--- src/rtl/led_seq_ctrl.sv ---
// LED pattern sequencer: debounced pushbutton steps COUNT/CHASE/BLINK/BREATHE on 3 LEDs.
// Latency: led is registered one cycle behind pattern state; press reaches mode 2+DEB_CYCLES+1 cycles after btn_n falls.
// Backpressure: none; free-running pattern engine, button presses are never queued or dropped once accepted.
module led_seq_ctrl #(
  parameter int CLK_HZ     = 50_000_000,
  parameter int TICK_DIV   = 2_500_000,
  parameter int DEB_CYCLES = 1_000_000
) (
  input  logic       clk,
  input  logic       rstn,
  input  logic       btn_n,
  output logic [2:0] led,
  output logic [1:0] mode,
  output logic       tick
);

  localparam int PW = (TICK_DIV > 2) ? $clog2(TICK_DIV) : 1;
  localparam int DW = (DEB_CYCLES > 2) ? $clog2(DEB_CYCLES) : 1;
  localparam logic [PW-1:0] PRESC_MAX = PW'(TICK_DIV - 1);
  localparam logic [DW-1:0] DEB_MAX   = DW'(DEB_CYCLES - 1);

  // Divisors below 2 leave no room for a distinct tick cycle or a real debounce window.
  if (TICK_DIV < 2 || DEB_CYCLES < 2 || CLK_HZ < 1) begin : g_bad_param
    $error("led_seq_ctrl: TICK_DIV and DEB_CYCLES must be >= 2, CLK_HZ positive");
  end

  typedef enum logic [1:0] {
    M_COUNT   = 2'd0,
    M_CHASE   = 2'd1,
    M_BLINK   = 2'd2,
    M_BREATHE = 2'd3
  } mode_e;

  logic          sync1, sync2;
  logic          deb_state, deb_prev;
  logic [DW-1:0] deb_cnt;
  logic          press;
  mode_e         mode_q, mode_nxt;
  logic [PW-1:0] presc;
  logic [2:0]    step;
  logic          phase;
  logic [7:0]    duty;
  logic          dir_up;
  logic [7:0]    pwm_cnt;
  logic [2:0]    led_nxt;

  // Two-flop synchroniser; idles at 1 so reset looks like a released button.
  always_ff @(posedge clk or negedge rstn) begin
    if (!rstn) begin
      sync1 <= 1'b1;
      sync2 <= 1'b1;
    end else begin
      sync1 <= btn_n;
      sync2 <= sync1;
    end
  end

  // Debouncer: accept a new level only after DEB_CYCLES consecutive differing samples.
  always_ff @(posedge clk or negedge rstn) begin
    if (!rstn) begin
      deb_state <= 1'b1;
      deb_prev  <= 1'b1;
      deb_cnt   <= '0;
    end else begin
      deb_prev <= deb_state;
      if (sync2 == deb_state) begin
        deb_cnt <= '0;
      end else if (deb_cnt == DEB_MAX) begin
        deb_state <= sync2;
        deb_cnt   <= '0;
      end else begin
        deb_cnt <= deb_cnt + 1'b1;
      end
    end
  end

  // Only the press edge (1->0) matters; releases are ignored.
  assign press = deb_prev & ~deb_state;
  assign tick  = (presc == PRESC_MAX);
  assign mode  = mode_q;

  // Mode FSM state register.
  always_ff @(posedge clk or negedge rstn) begin
    if (!rstn) mode_q <= M_COUNT;
    else       mode_q <= mode_nxt;
  end

  // Mode FSM next state: advance one mode per press.
  always_comb begin
    mode_nxt = mode_q;
    if (press) begin
      case (mode_q)
        M_COUNT:   mode_nxt = M_CHASE;
        M_CHASE:   mode_nxt = M_BLINK;
        M_BLINK:   mode_nxt = M_BREATHE;
        default:   mode_nxt = M_COUNT;
      endcase
    end
  end

  // Step prescaler; a mode change restarts the tick period from zero.
  always_ff @(posedge clk or negedge rstn) begin
    if (!rstn)              presc <= '0;
    else if (press || tick) presc <= '0;
    else                    presc <= presc + 1'b1;
  end

  // Pattern state: cleared on mode change (press beats a coincident tick), advanced per tick.
  always_ff @(posedge clk or negedge rstn) begin
    if (!rstn) begin
      step   <= '0;
      phase  <= 1'b0;
      duty   <= '0;
      dir_up <= 1'b1;
    end else if (press) begin
      step   <= '0;
      phase  <= 1'b0;
      duty   <= '0;
      dir_up <= 1'b1;
    end else if (tick) begin
      case (mode_q)
        M_COUNT: step  <= step + 3'd1;
        M_CHASE: step  <= (step >= 3'd2) ? 3'd0 : step + 3'd1;
        M_BLINK: phase <= ~phase;
        default: begin
          if (dir_up) begin
            if (duty == 8'd240) begin
              duty   <= 8'd224;
              dir_up <= 1'b0;
            end else begin
              duty <= duty + 8'd16;
            end
          end else begin
            if (duty == 8'd0) begin
              duty   <= 8'd16;
              dir_up <= 1'b1;
            end else begin
              duty <= duty - 8'd16;
            end
          end
        end
      endcase
    end
  end

  // PWM frame counter runs regardless of mode; only reset clears it.
  always_ff @(posedge clk or negedge rstn) begin
    if (!rstn) pwm_cnt <= '0;
    else       pwm_cnt <= pwm_cnt + 8'd1;
  end

  // Map current pattern state to an LED image.
  always_comb begin
    led_nxt = 3'b000;
    case (mode_q)
      M_COUNT: led_nxt = step;
      M_CHASE: led_nxt = 3'b001 << step[1:0];
      M_BLINK: led_nxt = {3{phase}};
      default: led_nxt = {3{pwm_cnt < duty}};
    endcase
  end

  // Registered LED drive.
  always_ff @(posedge clk or negedge rstn) begin
    if (!rstn) led <= 3'b000;
    else       led <= led_nxt;
  end

endmodule

--- config.mk ---
export PLATFORM = sky130hd
export DESIGN_NAME = led_seq_ctrl
export DESIGN_NICKNAME = d
export VERILOG_FILES = /design/src/rtl/led_seq_ctrl.sv
export SDC_FILE = /design/constraint.sdc
export NUM_CORES = 1
export LEC_CHECK = 0
export CAP_MARGIN = 0
export CORE_ASPECT_RATIO = 0.6
export CORE_UTILIZATION = 62
export DETAILED_ROUTE_END_ITERATION = 6
export PLACE_DENSITY = 0.76
export SYNTH_ARGS = -nofsm -noshare
export SYNTH_HDL_FRONTEND = slang
export SYNTH_SLANG_ARGS = --single-unit
export TNS_END_PERCENT = 1
--- constraint.sdc ---
create_clock -name clk -period 2.3 [get_ports clk]
set_input_delay 0.23 -clock clk [delete_from_list [all_inputs] [get_ports clk]]
set_output_delay 0.23 -clock clk [all_outputs]
set_load 0.01 [all_outputs]
==> After elaboration in Yosys (flattened, before gate mapping) <==
Index checks and enable logic that the tools add are counted.
{ "classes": {"n_addsub": 6, "multipliers": 0, "div": 0, "order_cmp": 2, "n_eq_ne": 7, "shift": 1, "muxes": 24, "n_bitwise": 4, "reduce_logical": 11} }
{ "op_table": {"columns": ["op", "n"], "rows": [
  ["8-bit two-way mux", 6],
  ["20-bit two-way mux", 2],
  ["22-bit by 1-bit adder with 22-bit output (second input constant)", 1],
  ["22-bit == test (second input constant)", 1],
  ["22-bit two-way mux", 1],
  ["20-bit by 1-bit adder with 20-bit output (second input constant)", 1],
  ["20-bit == test (second input constant)", 1],
  ["1-bit two-way mux", 9],
  ["3-bit two-way mux", 3],
  ["3-bit one-hot mux with 3 select lines", 1],
  ["8-bit by 1-bit adder with 8-bit output (second input constant)", 1],
  ["8-bit by 5-bit adder with 8-bit output (second input constant)", 1],
  ["8-bit == test (second input constant)", 1],
  ["8-bit logical NOT", 1],
  ["8-bit less-than comparator", 1],
  ["2-bit AND reduction", 4],
  ["8-bit by 5-bit subtractor with 8-bit output (second input constant)", 1],
  ["2-bit one-hot mux with 3 select lines", 1],
  ["3-bit one-hot mux with 2 select lines", 1],
  ["2-bit nonzero test", 2],
  ["3-bit by 1-bit adder with 3-bit output (second input constant)", 1],
  ["3-bit by 2-bit >= comparator with 1-bit output (second input constant)", 1],
  ["1-bit inverter", 3],
  ["3-bit nonzero test", 1],
  ["9 further kinds", 9]
]} }
{ "totals": {"register_bits": 72, "latchBits": 0, "ram_bits": 0, "romBits": 0, "input_bits": 3, "mem_count": 0} }

==> Logic depth before layout (Yosys ltp) <==
Gate-level depths: netlist of the first run.
{ "logic_depth": {"word_depth": 6, "depth_mapped": 7} }

==> Worst setup path before layout of the first run <==
No wires, ideal clock.
{ "synth_timing": {"path_kind": "register -> register", "start": "register presc[0]", "end": "register phase", "setup_time_ns": 0.078, "arrival_time_ns": 2.033, "required_time_ns": 2.222, "path_slack_ns": 0.189, "stages_incl_launch_ff": 7, "synth_period_minus_slack_ns": 2.111, "path_cell_list": "dfrtp_1 > ha_1 > nand4_4 > or4b_4 > buf_6 > or4_1 > a21oi_1"} }
{ "synth_between": {"elab_chain_len": 3} }
{ "synth_lines": {"columns": ["item", "line", "text"], "rows": [
  ["start: declaration", "39", "logic [PW-1:0] presc;"],
  ["start signal: assignment", "105", "else presc <= presc + 1'b1;"],
  ["22-bit == test", "79", "assign tick = (presc == PRESC_MAX);"],
  ["2-bit nonzero test (no line)", null, null],
  ["2-bit AND reduction (no line)", null, null],
  ["end signal: assignment", "124", "M_BLINK: phase <= ~phase;"],
  ["end: declaration", "41", "logic phase;"]
]} }
No other way between the ends.
A chain may end at the register's enable or synchronous reset.

==> Worst setup path after layout of the first run <==
{ "layout_timing": {"start": "register presc[0]", "end": "output port tick"} }
{ "layout_between": {"elab_chain_len": 1} }
{ "layout_lines": {"columns": ["item", "line", "text"], "rows": [
  ["22-bit == test", "79", null],
  ["end: declaration", "14", "output logic tick"]
]} }
No other way between the ends.

==> summary.md, run 1 <==
| Metric | Value |
|---|---|
| Cell Chain, Critical Path | `ha_4 -> nand4_4 -> or4b_4 -> nor2_1 -> dlygate4sd2_1` |
| CP startpoint kind | `flip-flop` |
| Area growth from synthesis to layout | `12.8%` |
| Mapped Cells | `373` |
| Worst-Margin Slew | `0.517 ns` |
| Clk buf depth | `2` |
| Synth Area in Compound Gates | `11.8%` |
| Worst Hold Class | `input port to flip-flop` |
| P per Cell Area | `509 mW/mm²` |
| Final hold violations | `0` |
| Mapped cell area | `0.00364 mm²` |
| DR vias | `2880` |
| Post-synthesis register bit count | `68` |
| CTS tree | `yes` |
| DP HPWL | `5300 µm` |
| Antenna fix cells | `0` |
| R2R cell count | `6` |
| Max Cap Viol | `0` |
| Largest net degree at the start of global routing | `between 40 and 50` |
| Worst path required time | `2.07 ns` |
| Initial core utilization | `between 60% and 70%` |
| Slowest CP cell | `or4b_4` |
| Post-synthesis simple-gate area fraction | `23.2%` |
| Outcome | `finished, final reports clean` |
| Die area | `a little over 0.006 mm²` |
| Drt drc | `0` |
| First-pass GRT wire length | `~12000 µm` |
| Routed len/inst | `15.3 µm` |
| CP top delay family | `simple AND/OR/NAND/NOR gates` |
| Root Buffer Master | `clkbuf_8` |
| Setup_tns | `0 ns` |
| Post-synth EDFFs | `0` |
| Hold depth | `1` |
| Clock slew at reported path FFs | `0.06 ns` |
| Critical path class | `flip-flop to output port` |
| Post-synth cell types | `48` |
| WP data arrival | `1.93 ns` |
| Fmax | `462 MHz` |
| Period utilization | `94.1%` |
| CP endpoint kind | `output port` |
| Synth Area in Adders | `5.84%` |
| Final Wtd Congestion | `about 0.84` |
| Layout Nets | `420` |
| Synth warnings | `0` |
| Ports | `9` |
| Async S/R FF share, synth | `100%` |
| CTS buffer count | `9` |
| First DRT Iteration DRCs | `209` |
| Stages on the worst setup path | `5` |
| Chip width | `slightly above 100 µm` |
| GRT Total Usage | `26.7%` |
| Clock latency on the worst-skew pair | `0.33 ns` |
| Clock Sinks | `68` |
| Die Y | `61.4 µm` |
| Primary FF master, synth | `dfrtp_1` |
| Max-slew headroom | `about two thirds` |
| Ratio of cells with drive above 1 in the final layout | `11.6%` |
| CTS H-tree lvls | `3` |
| Detailed Routing Iterations Pass 1 | `5` |
| Mux share of post-synthesis cell area | `between 1 and 1.5%` |
| Post-Route WL | `7410 µm` |
| Max IR drop VDD | `0.315 mV` |
| Pins Over Slew Limit | `0` |
| Core Footprint | `0.00562 mm²` |
| Post-Syn Nets | `393` |
| Final hold slack | `0.312 ns` |
| Initial antenna violation count | `0` |
| Largest family of logic cells by synthesized area | `simple AND/OR/NAND/NOR gates` |
| Port Buffer Count | `8` |
| Final Skew | `0.00758 ns` |
| Grt ovf | `0` |
| Final setup viols | `0` |
| Vias/cell | `5.94` |
| Vias in the first global route | `2503` |
| Sequential share of the synthesized area | `a little under half` |
| Crit path buf inv count | `1` |
| Row count | `21` |
| Tmin final | `2.16 ns` |
| Worst path max stage delay | `0.54 ns` |
| Crit-path max FO | `3` |
| Final ANT Viol Nets | `0` |
| RSZ-0062 raised after global routing | `no` |
| Syn_area_per_cell | `~10 µm²` |
| P_leak | `1.65 nW` |
| Synth Area in XOR/XNOR | `7.46%` |
-- worst register-to-register path, cell delays in order, from the launching register on --
cell and delay, ns:
dfrtp_1 0.39, ha_4 0.18, nand4_4 0.10, buf_4 0.17
or4_1 0.63, or4_1 0.43, a21oi_1 0.15
-- worst paths after layout --
path,start,slack [ns],to
min in group asynchronous,rstn,0.42,deb_cnt[17]
worst max register to register,presc[0],0.17,presc[18]
worst min register to register,sync1,0.39,sync2
max in group asynchronous,rstn,1.20,dir_up
worst max-delay path,presc[0],0.14,tick
worst min-delay path,btn_n,0.31,sync1
-- sequential cells by signal, indices dropped and copies added, names as in the netlist, 2 cells and up --
name	flops
presc	22
led	3
duty	4
deb_cnt	20
pwm_cnt	8
step	3
mode	2
-- metal layers --
layer,up-vias,global-route usage [%],wire (µm)
met5,-,0,0
met4,0,6.83,63
met3,7,5.68,507
met2,92,37.5,3100
met1,1364,41.7,3750
li1,1417,-,-
-- cell families after synthesis --
kind of cell	Yosys count
compound gates	66
xor+xnor	31
fa+ha+maj	17
buf+inv	33
flops	68
mux	4
simple gates	154
-- area by class of cell --
| class | instances | area, µm² |
|---|---|---|
| timing repair buffer | 26 | 236 |
| fill | 426 | 1520 |
| clock inverter | 3 | 15.0 |
| tap | 80 | 100 |
| inverter | 23 | 86.3 |
| clock buffer | 13 | 149 |
| sequential | 68 | 1710 |
| multi-input combinational | 272 | 1810 |
-- synthesized netlist by cell type (2+ instances only) --
| library cell | number | area, µm² |
|---|---|---|
| dfrtp_1 | 63 | 1580 |
| nor2_1 | 37 | 139 |
| xnor2_1 | 25 | 219 |
| nand2_1 | 24 | 90.1 |
| inv_1 | 23 | 86.3 |
| a21oi_1 | 17 | 85.1 |
| ha_1 | 17 | 213 |
| nand3_1 | 16 | 80.1 |
| o21ai_0 | 16 | 80.1 |
| nand4_1 | 13 | 81.3 |
| nor4_1 | 11 | 68.8 |
| nor3_1 | 9 | 45.0 |
| or3_1 | 9 | 56.3 |
| o31ai_1 | 8 | 60.1 |
| or4_1 | 8 | 60.1 |
| clkbuf_1 | 6 | 22.5 |
| xor2_1 | 6 | 52.6 |
| dfstp_2 | 5 | 131 |
| and3_1 | 4 | 25.0 |
| o22ai_1 | 4 | 25.0 |
| a222oi_1 | 3 | 30.0 |
| and4_1 | 3 | 26.3 |
| nand2b_1 | 3 | 18.8 |
| nor4bb_1 | 3 | 30.0 |
| o21a_1 | 3 | 22.5 |
| or2_2 | 3 | 18.8 |
| a211oi_1 | 2 | 15.0 |
| a311oi_1 | 2 | 17.5 |
| a31oi_1 | 2 | 12.5 |
| a41oi_1 | 2 | 17.5 |
| and2_1 | 2 | 12.5 |
| buf_2 | 2 | 10.0 |
| mux2_2 | 2 | 22.5 |
| mux2i_1 | 2 | 20.0 |
| nor2b_1 | 2 | 12.5 |
| nor4b_1 | 2 | 17.5 |
| o211ai_1 | 2 | 15.0 |
| o41ai_1 | 2 | 17.5 |
-- timing repair --
item | in CTS | in global routing
hold buffers | 1 | 0
resized for setup | 3 | 0
endpoints found under the hold margin | 19 | 0
setup buffers | 2 | 0
endpoints found under the setup margin | 1 | 0
-- power by group --
group / internal (W) / total [W] / leakage (nW) / switching, W
Clock: 0.000417 / 0.000832 / 0.0872 / 0.000415
Sequential: 0.00120 / 0.00121 / 0.901 / 0.00000463
Combinational: 0.0000144 / 0.0000486 / 0.659 / 0.0000342
-- stage by stage --
stage	setup WS [ns]	util, %	total power [W]	instances	cell area, µm²
2_1_floorplan	0.189	-	0.00124	373	3640
3_5_place_dp	0.0939	69.4	0.00128	466	3910
6_report	0.136	73.0	0.00209	485	4110
3_3_place_gp	0.117	69.4	0.00128	466	3910
5_1_grt	0.0392	73.0	0.00218	485	4110
4_1_cts	0.123	73.0	0.00212	485	4110
-- cells in the final DEF, fill, tap and decap left out, types with 8 or more instances in the layout --
master / n
dfrtp_1: 63
nor2_1: 37
xnor2_1: 25
nand2_1: 24
inv_1: 23
a21oi_1: 17
nand3_1: 16
ha_1: 16
o21ai_0: 15
buf_4: 15
nand4_1: 13
nor4_1: 11
clkbuf_8: 10
or3_1: 9
nor3_1: 9
o31ai_1: 8
or4_1: 8
Note: power is estimated with default switching activity, not from simulation.
==> inputs of run 2 (changes only) <==
Settings changed: CORE_UTILIZATION 62 to 64, CTS_BUF_LIST from default to sky130_fd_sc_hd__clkbuf_8, PLACE_DENSITY 0.76 to 0.78.
Clock period 2.3 ns to 2.2 ns, I/O delays scaled along.
==> run 2 against run 1 <==
  * Worst setup slack got worse by 0.024 ns
  * Count of clock-buffer cells in the layout fell by 2
  * Critical path depth rose by 1
  * Final cell count fell by 2.9%
  * Sequential power rose by 4%
  * First-iteration DRC count rose by 29%
  * Non-clock buffer count did not move
  * Global-route usage rose by 2.4 points
  * Die area fell by 3.0%
  * Power rose by 18%
  * Utilization rose by 6.0 points
  * Critical endpoint is now phase
  * Largest cell class unchanged
==> summary.md, run 2 (synthesis results as in run 1) <==
| Metric | Value |
|---|---|
| Core Footprint | `0.00526 mm² (was 0.00562 mm²)` |
| Most frequent cells in the layout | `dfrtp_1, nor2_1, inv_1, xnor2_1, nand2_1 (was dfrtp_1, nor2_1, xnor2_1, nand2_1, inv_1)` |
| Worst slack at placement | `0.0367 ns (was 0.0939 ns)` |
| P_leak | `1.68 nW (was 1.65 nW)` |
| Fmax | `around 480 MHz` |
| WP data arrival | `2.36 ns (was 1.93 ns)` |
| Routed len/inst | `16.7 µm (was 15.3 µm)` |
| RSZ-0062 raised after global routing | `no (unchanged)` |
| DP HPWL | `5530 µm (was 5300 µm)` |
| Critical path class | `flip-flop to flip-flop (was flip-flop to output port)` |
| Max Cap Viol | `0 (unchanged)` |
| M1 GR Usage | `39.3% (was 41.7%)` |
| Most flop-heavy register | `presc (unchanged)` |
| Clk buf depth | `2 (unchanged)` |
| Max IR drop VDD | `0.489 mV (was 0.315 mV)` |
| Root Buffer Master | `clkbuf_8 (unchanged)` |
| Power Total | `0.00247 W (was 0.00209 W)` |
| Tmin final | `2.09 ns` |
| Post-Route WL | `7860 µm (was 7410 µm)` |
| Crit-path max FO | `9 (was 3)` |
| Detailed Routing Iterations Pass 1 | `5 (unchanged)` |
| Area growth from synthesis to layout | `14.1% (was 12.8%)` |
| Pins Over Slew Limit | `0 (unchanged)` |
| Busiest grt layer | `met2 (was met1)` |
| Clock latency on the worst-skew pair | `0.35 ns (was 0.33 ns)` |
| Initial core utilization | `69.3% (was 64.7%)` |
| Drt drc | `0 (unchanged)` |
| Antenna fix cells | `0 (unchanged)` |
| GRT Total Usage | `29.1% (was 26.7%)` |
| Worst path required time | `2.48 ns (was 2.07 ns)` |
| R2r setup slk | `0.11 ns (was 0.17 ns)` |
| Worst Hold Class | `input port to flip-flop (unchanged)` |
| Final Wtd Congestion | `0.866 (was 0.845)` |
| Final ANT Viol Nets | `0 (unchanged)` |
| Grt ovf | `0 (unchanged)` |
| Vias/cell | `6.41 (was 5.94)` |
| Max reg flops | `22 (unchanged)` |
| CTS buffer count | `9 (unchanged)` |
| Fill cells | `340 (was 426)` |
| Ports | `9 (unchanged)` |
| Port Buffer Count | `8 (unchanged)` |
| Post-placement cell area | `0.00389 mm² (was 0.00391 mm²)` |
| Final hold violations | `0 (unchanged)` |
| First-pass GRT wire length | `13200 µm (was 12300 µm)` |
| Worst-Margin Slew | `0.412 ns (was 0.517 ns)` |
| Outcome | `finished, final reports clean (unchanged)` |
| Chip width | `99.4 µm (was 101 µm)` |
| Ratio of cells with drive above 1 in the final layout | `12.3% (was 11.6%)` |
| Layout Nets | `420 (unchanged)` |
| Row count | `20 (was 21)` |
| Met3 Track Usage GR | `7.95% (was 5.68%)` |
| CP startpoint kind | `flip-flop (unchanged)` |
| Post-route cell area | `0.00415 mm² (was 0.00411 mm²)` |
| Die area | `0.00600 mm² (was 0.00619 mm²)` |
| Largest net degree at the start of global routing | `55 (was 48)` |
| P per Cell Area | `594 mW/mm² (was 509 mW/mm²)` |
| Clock Sinks | `68 (unchanged)` |
| Initial antenna violation count | `0 (unchanged)` |
| CTS tree | `yes (unchanged)` |
| CTS H-tree lvls | `3 (unchanged)` |
| Final Skew | `0.00626 ns (was 0.00758 ns)` |
| Grt met2 use | `46.1% (was 37.5%)` |
| Die Y | `60.4 µm (was 61.4 µm)` |
| CP endpoint kind | `flip-flop (was output port)` |
| Clock slew at reported path FFs | `0.07 ns (was 0.06 ns)` |
| Final setup viols | `0 (unchanged)` |
| Setup_tns | `0 ns (unchanged)` |
| Most common cell after layout, fill and taps aside | `dfrtp_1 (unchanged)` |
| DR vias | `3021 (was 2880)` |
| First DRT Iteration DRCs | `269 (was 209)` |
| Max-slew headroom | `72.2% (was 65.5%)` |
| Worst Setup Slack, final | `0.112 ns (was 0.136 ns)` |
| Largest registers | `presc (22), deb_cnt (20), pwm_cnt (8) (unchanged)` |
| Vias in the first global route | `2810 (was 2503)` |
| Period utilization | `94.9%` |
## run 2: cell types whose count changed in the layout (fill, tap and decap cells not counted), sizes merged
| cell | before | now |
|---|---|---|
| clkinv | 3 | 1 |
| clkbuf | 13 | 12 |
| bufinv | 0 | 2 |
| dlygate4sd2 | 1 | 0 |
| inv | 23 | 25 |
## run 2: routing by layer
layer / vias up / part of all wire [%]
met3: 17 / 6.5
met2: 119 / 45
met1: 1469 / 46
met5: - / 0
li1: 1416 / -
met4: 0 / 1.6
## run 2: worst max-delay path, stage by stage, from the launching register on
cell and delay [ns]:
dfrtp_1 0.39, ha_4 0.18, nand4_4 0.10, or4b_4 0.53, buf_4 0.19, or4_1 0.49
a21oi_1 0.15
## run 2: worst paths after layout
| kind | start | depth (start not counted) | to |
|---|---|---|---|
| max in group asynchronous | rstn | 3 | sync1 |
| min in group asynchronous | rstn | 2 | deb_cnt[13] |
| worst max register to register | presc[0] | 6 | phase |
| worst min register to register | sync1 | 0 | sync2 |
| worst min-delay path | btn_n | 1 | sync1 |
| worst max-delay path | presc[0] | 6 | phase |
## run 2: area by class of cell
class                   instances  area (µm²)  share of cell area, %
flip-flops and latches         68        1710                   41.1
clock inverters                 5        76.3                   1.84
well taps                      66        82.6                   1.99
clock buffers                  11         151                   3.65
multi-input cells             272        1810                   43.7
inverters                      23        86.3                   2.08
repair buffers                 26         233                   5.61
## run 2: power by group
group,internal (W),leakage [nW],switching [W]
registers,0.00126,0.901,0.00000466
clock network,0.000694,0.122,0.000459
logic,0.0000150,0.658,0.0000348
## run 2: through the flow
step                std cells  hold WS (ns)  utilization, %
global placement          453         0.150            74.1
finish                    471         0.278            79.0
floorplan                 373       -0.0756               -
detailed placement        453         0.149            74.1
CTS                       470         0.274            78.9
global route              471         0.291            79.0
## run 2: timing repair
action                                  CTS  global route
hold endpoints to repair                 14             0
resized for setup                         3             3
endpoints found under the setup margin    1             2
hold buffers                              1             0
setup buffers                             0             1
==> inputs of run 3 (changes only) <==
Clock period 2.2 ns to 2 ns, I/O delays scaled along.
==> run 3 against run 2 <==
  * Routed wire length rose by 5.7%
  * Combinational power rose by 13%
  * Non-clock buffer count rose by 16
  * Via count rose by 0.66%
  * Power rose by 5.2%
  * Clock power barely moved
  * Clock skew rose by 0.0032 ns
  * Largest power group unchanged
==> summary.md, run 3 (synthesis results as in run 1) <==
| Metric | Value |
|---|---|
| Outcome | `finished, final reports clean (unchanged)` |
| Final hold slack | `0.326 ns (was 0.278 ns)` |
| Ratio of cells with drive above 1 in the final layout | `19.7% (was 12.3%)` |
| Chip width | `99.4 µm (unchanged)` |
| First-pass GRT wire length | `13900 µm (was 13200 µm)` |
| P_leak | `1.78 nW (was 1.68 nW)` |
| CP endpoint kind | `flip-flop (unchanged)` |
| Most frequent cells in the layout | `dfrtp_1, nor2_1, buf_4, xnor2_1 (was dfrtp_1, nor2_1, inv_1, xnor2_1, nand2_1)` |
| Final hold violations | `0 (unchanged)` |
| Area growth from synthesis to layout | `18.9% (was 14.1%)` |
| Final ANT Viol Nets | `0 (unchanged)` |
| CTS tree | `yes (unchanged)` |
| CTS H-tree lvls | `3 (unchanged)` |
| CTS buffer count | `9 (unchanged)` |
| Final Skew | `0.00945 ns (was 0.00626 ns)` |
| Worst slack at placement | `-0.0676 ns (was 0.0367 ns)` |
| Crit-path max FO | `9 (unchanged)` |
| Most flop-heavy register | `presc (unchanged)` |
| Drt drc | `0 (unchanged)` |
| Worst Hold Class | `input port to flip-flop (unchanged)` |
| Max Cap Viol | `0 (unchanged)` |
| Largest registers | `presc (22), deb_cnt (20), pwm_cnt (8) (unchanged)` |
| Max IR drop VDD | `0.433 mV (was 0.489 mV)` |
| RSZ-0062 raised after global routing | `yes (was no)` |
| Port Buffer Count | `8 (unchanged)` |
| Ports | `9 (unchanged)` |
| CP startpoint kind | `flip-flop (unchanged)` |
| Clk buf depth | `2 (unchanged)` |
| Worst path required time | `2.24 ns (was 2.48 ns)` |
| Die Y | `60.4 µm (unchanged)` |
| Clock slew at reported path FFs | `0.07 ns (about the same)` |
| Detailed Routing Iterations Pass 1 | `7 (was 5)` |
| Vias/cell | `6.24 (was 6.41)` |
| Tmin final | `2.00 ns (was 2.09 ns)` |
| Largest net degree at the start of global routing | `69 (was 55)` |
| Grt ovf | `0 (unchanged)` |
| Period utilization | `99.9% (was 94.9%)` |
| Post-Route WL | `8310 µm (was 7860 µm)` |
| Row count | `20 (unchanged)` |
| First DRT Iteration DRCs | `281 (was 269)` |
| Max reg flops | `22 (unchanged)` |
| Max-slew headroom | `73.6% (was 72.2%)` |
| Setup_tns | `0 ns (unchanged)` |
| Final Wtd Congestion | `0.879 (was 0.866)` |
| Clock latency on the worst-skew pair | `0.35 ns (about the same)` |
| Pins Over Slew Limit | `0 (unchanged)` |
| Critical path class | `flip-flop to flip-flop (unchanged)` |
| Initial core utilization | `69.3% (unchanged)` |
| Antenna fix cells | `0 (unchanged)` |
| Worst-Margin Slew | `0.391 ns (was 0.412 ns)` |
| Routed len/inst | `17.1 µm (was 16.7 µm)` |
| P per Cell Area | `600 mW/mm² (was 594 mW/mm²)` |
| DR vias | `3041 (was 3021)` |
| Worst Setup Slack, final | `0.00103 ns (was 0.112 ns)` |
| Fmax | `500 MHz (was 479 MHz)` |
| GRT Total Usage | `31.1% (was 29.1%)` |
| Die area | `0.00600 mm² (unchanged)` |
| Root Buffer Master | `clkbuf_8 (unchanged)` |
| Final setup viols | `0 (unchanged)` |
| Most common cell after layout, fill and taps aside | `dfrtp_1 (unchanged)` |
| WP data arrival | `2.24 ns (was 2.36 ns)` |
| Initial antenna violation count | `0 (unchanged)` |
| DP HPWL | `5840 µm (was 5530 µm)` |
| Clock Sinks | `68 (unchanged)` |
| Core Footprint | `0.00526 mm² (unchanged)` |
| Vias in the first global route | `2889 (was 2810)` |
| Layout Nets | `436 (was 420)` |
[run 3: worst max-delay path: stages (launching register included)]
cell and delay, ns:
dfrtp_1 0.43, ha_4 0.19, nand4_4 0.08, or4b_4 0.52, buf_6 0.16, or3_4 0.39, mux2i_1 0.12
[run 3: worst paths after layout]
path	end	from	depth (start not counted)	slack, ns
setup / recovery	step[1]	presc[1]	6	0.001
hold reg to reg	sync2	sync1	0	0.36
hold / removal	sync1	btn_n	1	0.33
max in group asynchronous	dir_up	rstn	3	1.28
setup reg to reg	step[1]	presc[1]	6	0.001
min in group asynchronous	deb_cnt[17]	rstn	3	0.39
[run 3: repair_timing]
item	4_1_cts	5_1_grt
hold buffers	1	0
gates resized for setup	10	13
setup endpoints to repair	8	30
hold endpoints to repair	63	0
pin swaps	6	3
buffers inserted	0	1
gates cloned	0	0
[run 3: routing by layer]
metal / wire length, µm / global-route usage [%] / vias to the layer above / part of all wire, %
li1: - / - / 1445 / -
met1: 3860 / 43.1 / 1451 / 46
met2: 3650 / 47.4 / 131 / 44
met3: 711 / 11.2 / 14 / 8.6
met4: 88 / 7.77 / 0 / 1.1
met5: 0 / 0 / - / 0
[run 3: layout make-up]
class                   count  area (µm²)
well taps                  66        82.6
flip-flops and latches     68        1710
multi-input cells         272        1890
inverters                  23        86.3
clock inverters             5        50.0
clock buffers              11         151
fillers                   317         928
repair buffers             42         360
[run 3: through the flow]
| step | total power [W] | util, % | instances | instance area, µm² |
|---|---|---|---|---|
| 2_1_floorplan | 0.00143 | - | 373 | 3650 |
| 3_3_place_gp | 0.00147 | 76.6 | 469 | 4030 |
| 3_5_place_dp | 0.00147 | 76.6 | 469 | 4030 |
| 4_1_cts | 0.00261 | 81.0 | 486 | 4260 |
| 5_1_grt | 0.00267 | 82.3 | 487 | 4330 |
| 6_report | 0.00259 | 82.3 | 487 | 4330 |
[run 3: report_power, final]
group	switching, W	internal [W]
sequential	0.00000499	0.00138
clock	0.000515	0.000635
combinational	0.0000395	0.0000167
==> patch (settings of run 3) <==
Remove the case item `M_CHASE` of the case on `mode_q`.
--- a/src/rtl/led_seq_ctrl.sv
+++ b/src/rtl/led_seq_ctrl.sv
@@ -154,7 +154,6 @@
     led_nxt = 3'b000;
     case (mode_q)
       M_COUNT: led_nxt = step;
-      M_CHASE: led_nxt = 3'b001 << step[1:0];
       M_BLINK: led_nxt = {3{phase}};
       default: led_nxt = {3{pwm_cnt < duty}};
     endcase
Function: no difference found for any inputs over 10 cycles, from zero or initial values and one cycle with rstn low; that may be too few to reach the edited logic, so the function may still have changed.
==> patch against run 3 <==
- setup slack gained 0.029 ns
- wire length fell by 0.67%
- die area decreased by 0.94%
- critical path type unchanged
- sequential cell count is the same
- area after synthesis down 0.96%
- critical endpoint is now duty[5]
- cell count is 0.62% higher
- final area down 0.40%
- total power up 5.1%
==> patch: results (changes against run 3) <==
Outcome = completed
Fraction of synthesized area in multiplexers = 0.00868 (-0.00301)
Commonest cells in the synthesized netlist = dfrtp_1 (63), nor2_1 (34), nand2_1 (24), a21oi_1 (22), o21ai_0 (21)
Post-synth ARST share = 1.00 (unchanged)
Worst-path fanout max = 2 (-7)
Compound-gate portion of the synthesized area = 0.123 (+0.00565)
Vias in the first global route = 2,874 (-0.52%)
WL/cell = 16.9 um (-1.3%)
Max H-tree Level = 3 (unchanged)
Maximum vdd drop = 0.537 mV (+24%)
Worst hold-check path type = in2reg
CTS clk-pin slew, worst paths = 0.07 ns (about the same)
Fin nets = 437 (+0.23%)
Seq/Total Area, Yosys = 0.474 (+0.00456)
Syn nets = 391 (-0.51%)
All-Layer GR Usage = 0.307 (-0.00392)
Hpwl dp = 5640 um (-3.4%)
XOR/XNOR share of the synthesized area = 0.0729 (-0.00170)
Layout cell share with drive strength beyond 1 = 0.196 (-0.00139)
Synth area leaders = dfrtp_1 (44%), ha_1 (5.2%), xnor2_1 (4.6%), dfstp_2 (3.6%), nor2_1 (3.5%)
Iteration count of the initial detailed-routing pass = 5 (-2)
Max-slew headroom = 0.726 (-0.0101)
Startpoint Class = flip-flop
Register-to-register setup slack = 0.03 ns (+0.03 ns)
Distinct cell type count after synthesis = 55 (+15%)
Crit path largest cell delay = 0.52 ns (about the same)
Routability cong. = 0.871 (-0.89%)
Setup Skew = 0.00584 ns (-0.00361 ns)
Yosys warning count = 0 (unchanged)
Setup WS pre-CTS = -0.0121 ns (+0.0555 ns)
Largest net degree at the start of global routing = 69 (unchanged)
Max cap viols = 0 (unchanged)
CP max-delay cell = or4_1
RR Startpoint = presc[16]
DR iter-0 viols = 264 (-6.0%)
Vias per inst = 6.14 (-1.7%)
Adder-cell area share of the yosys netlist = 0.0521 (-0.00637)
Hold Startpoint = btn_n
Fillers = 302 (-4.7%)
Global-route wire length before repair = 13,700 um (-1.4%)
Leak = 1.90 nW (+6.6%)
Minimum clock period = 1.97 ns (-0.0287 ns)
Worst skew pair latency = 0.34 ns
TritonCTS Buffers = 9 (unchanged)
[patch: cell types whose count changed after synthesis, sizes merged, moves of 5 or more]
cell | run 3 | this run
nor4 | 11 | 6
xor2 | 6 | 11
clkbuf | 6 | 13
o31ai | 9 | 4
o21ai | 16 | 21
inv | 23 | 17
xnor2 | 25 | 19
a21oi | 17 | 22
or3 | 9 | 14
[patch: timing repair]
item	CTS	global route
setup endpoints to repair	2	26
setup buffers	4	1
hold buffers	1	0
hold endpoints to repair	63	0
pin swaps	5	4
gates resized for setup	8	7
[patch: worst paths after layout]
| path | endpoint | cells after the start |
|---|---|---|
| max reg2reg | duty[5] | 9 |
| min | sync1 | 1 |
| min reg2reg | sync2 | 0 |
| max in group asynchronous | deb_prev | 3 |
| min in group asynchronous | presc[19] | 3 |
| max | duty[5] | 9 |
[patch: cell families (layout without fill, tap and decap cells)]
family | after synthesis | in the layout
AOI/OAI and AO/OA | 71 | 71
xor gates and xnor gates | 30 | 30
adders and majority gates | 15 | 15
buffers and inverters | 32 | 83
DFF | 68 | 68
muxes | 3 | 3
and+or+nand+nor | 154 | 154
[patch: per-layer routing]
layer | track usage | part of all wire | routed length, um | vias to the layer above
li1 | - | - | - | 1431
met1 | 0.429 | 0.48 | 3980 | 1454
met2 | 0.474 | 0.44 | 3610 | 114
met3 | 0.0842 | 0.071 | 590 | 10
met4 | 0.0917 | 0.0097 | 80 | 0
met5 | 0 | 0 | 0 | -
[patch: cell type report]
type | instances | share of cell area
clock inverters | 5 | 0.0177
inverters | 17 | 0.0148
flip-flops and latches | 68 | 0.396
multi-input cells | 273 | 0.424
repair buffers | 50 | 0.0929
well taps | 66 | 0.0192
clock buffers | 11 | 0.0351
[patch: per-stage QoR]
step | cell area (sq um) | hold WS, ns | TNS [ns] | cells | total power, W
floorplan | 3600 | -0.0956 | 0 | 373 | 0.00143
finish | 4310 | 0.266 | 0 | 490 | 0.00273
detailed placement | 3990 | 0.247 | -0.0121 | 468 | 0.00148
global placement | 3990 | 0.247 | 0 | 468 | 0.00147
global route | 4310 | 0.257 | -0.0477 | 490 | 0.00280
CTS | 4270 | 0.263 | -0.00262 | 489 | 0.00274
[patch: power by group]
group | internal (W) | switching [W] | leakage (nW) | total (W)
clock | 0.000763 | 0.000514 | 0.117 | 0.00128
sequential | 0.00138 | 0.00000667 | 0.901 | 0.00139
combinational | 0.0000178 | 0.0000415 | 0.884 | 0.0000592
total | 0.00216 | 0.000562 | 1.90 | 0.00273
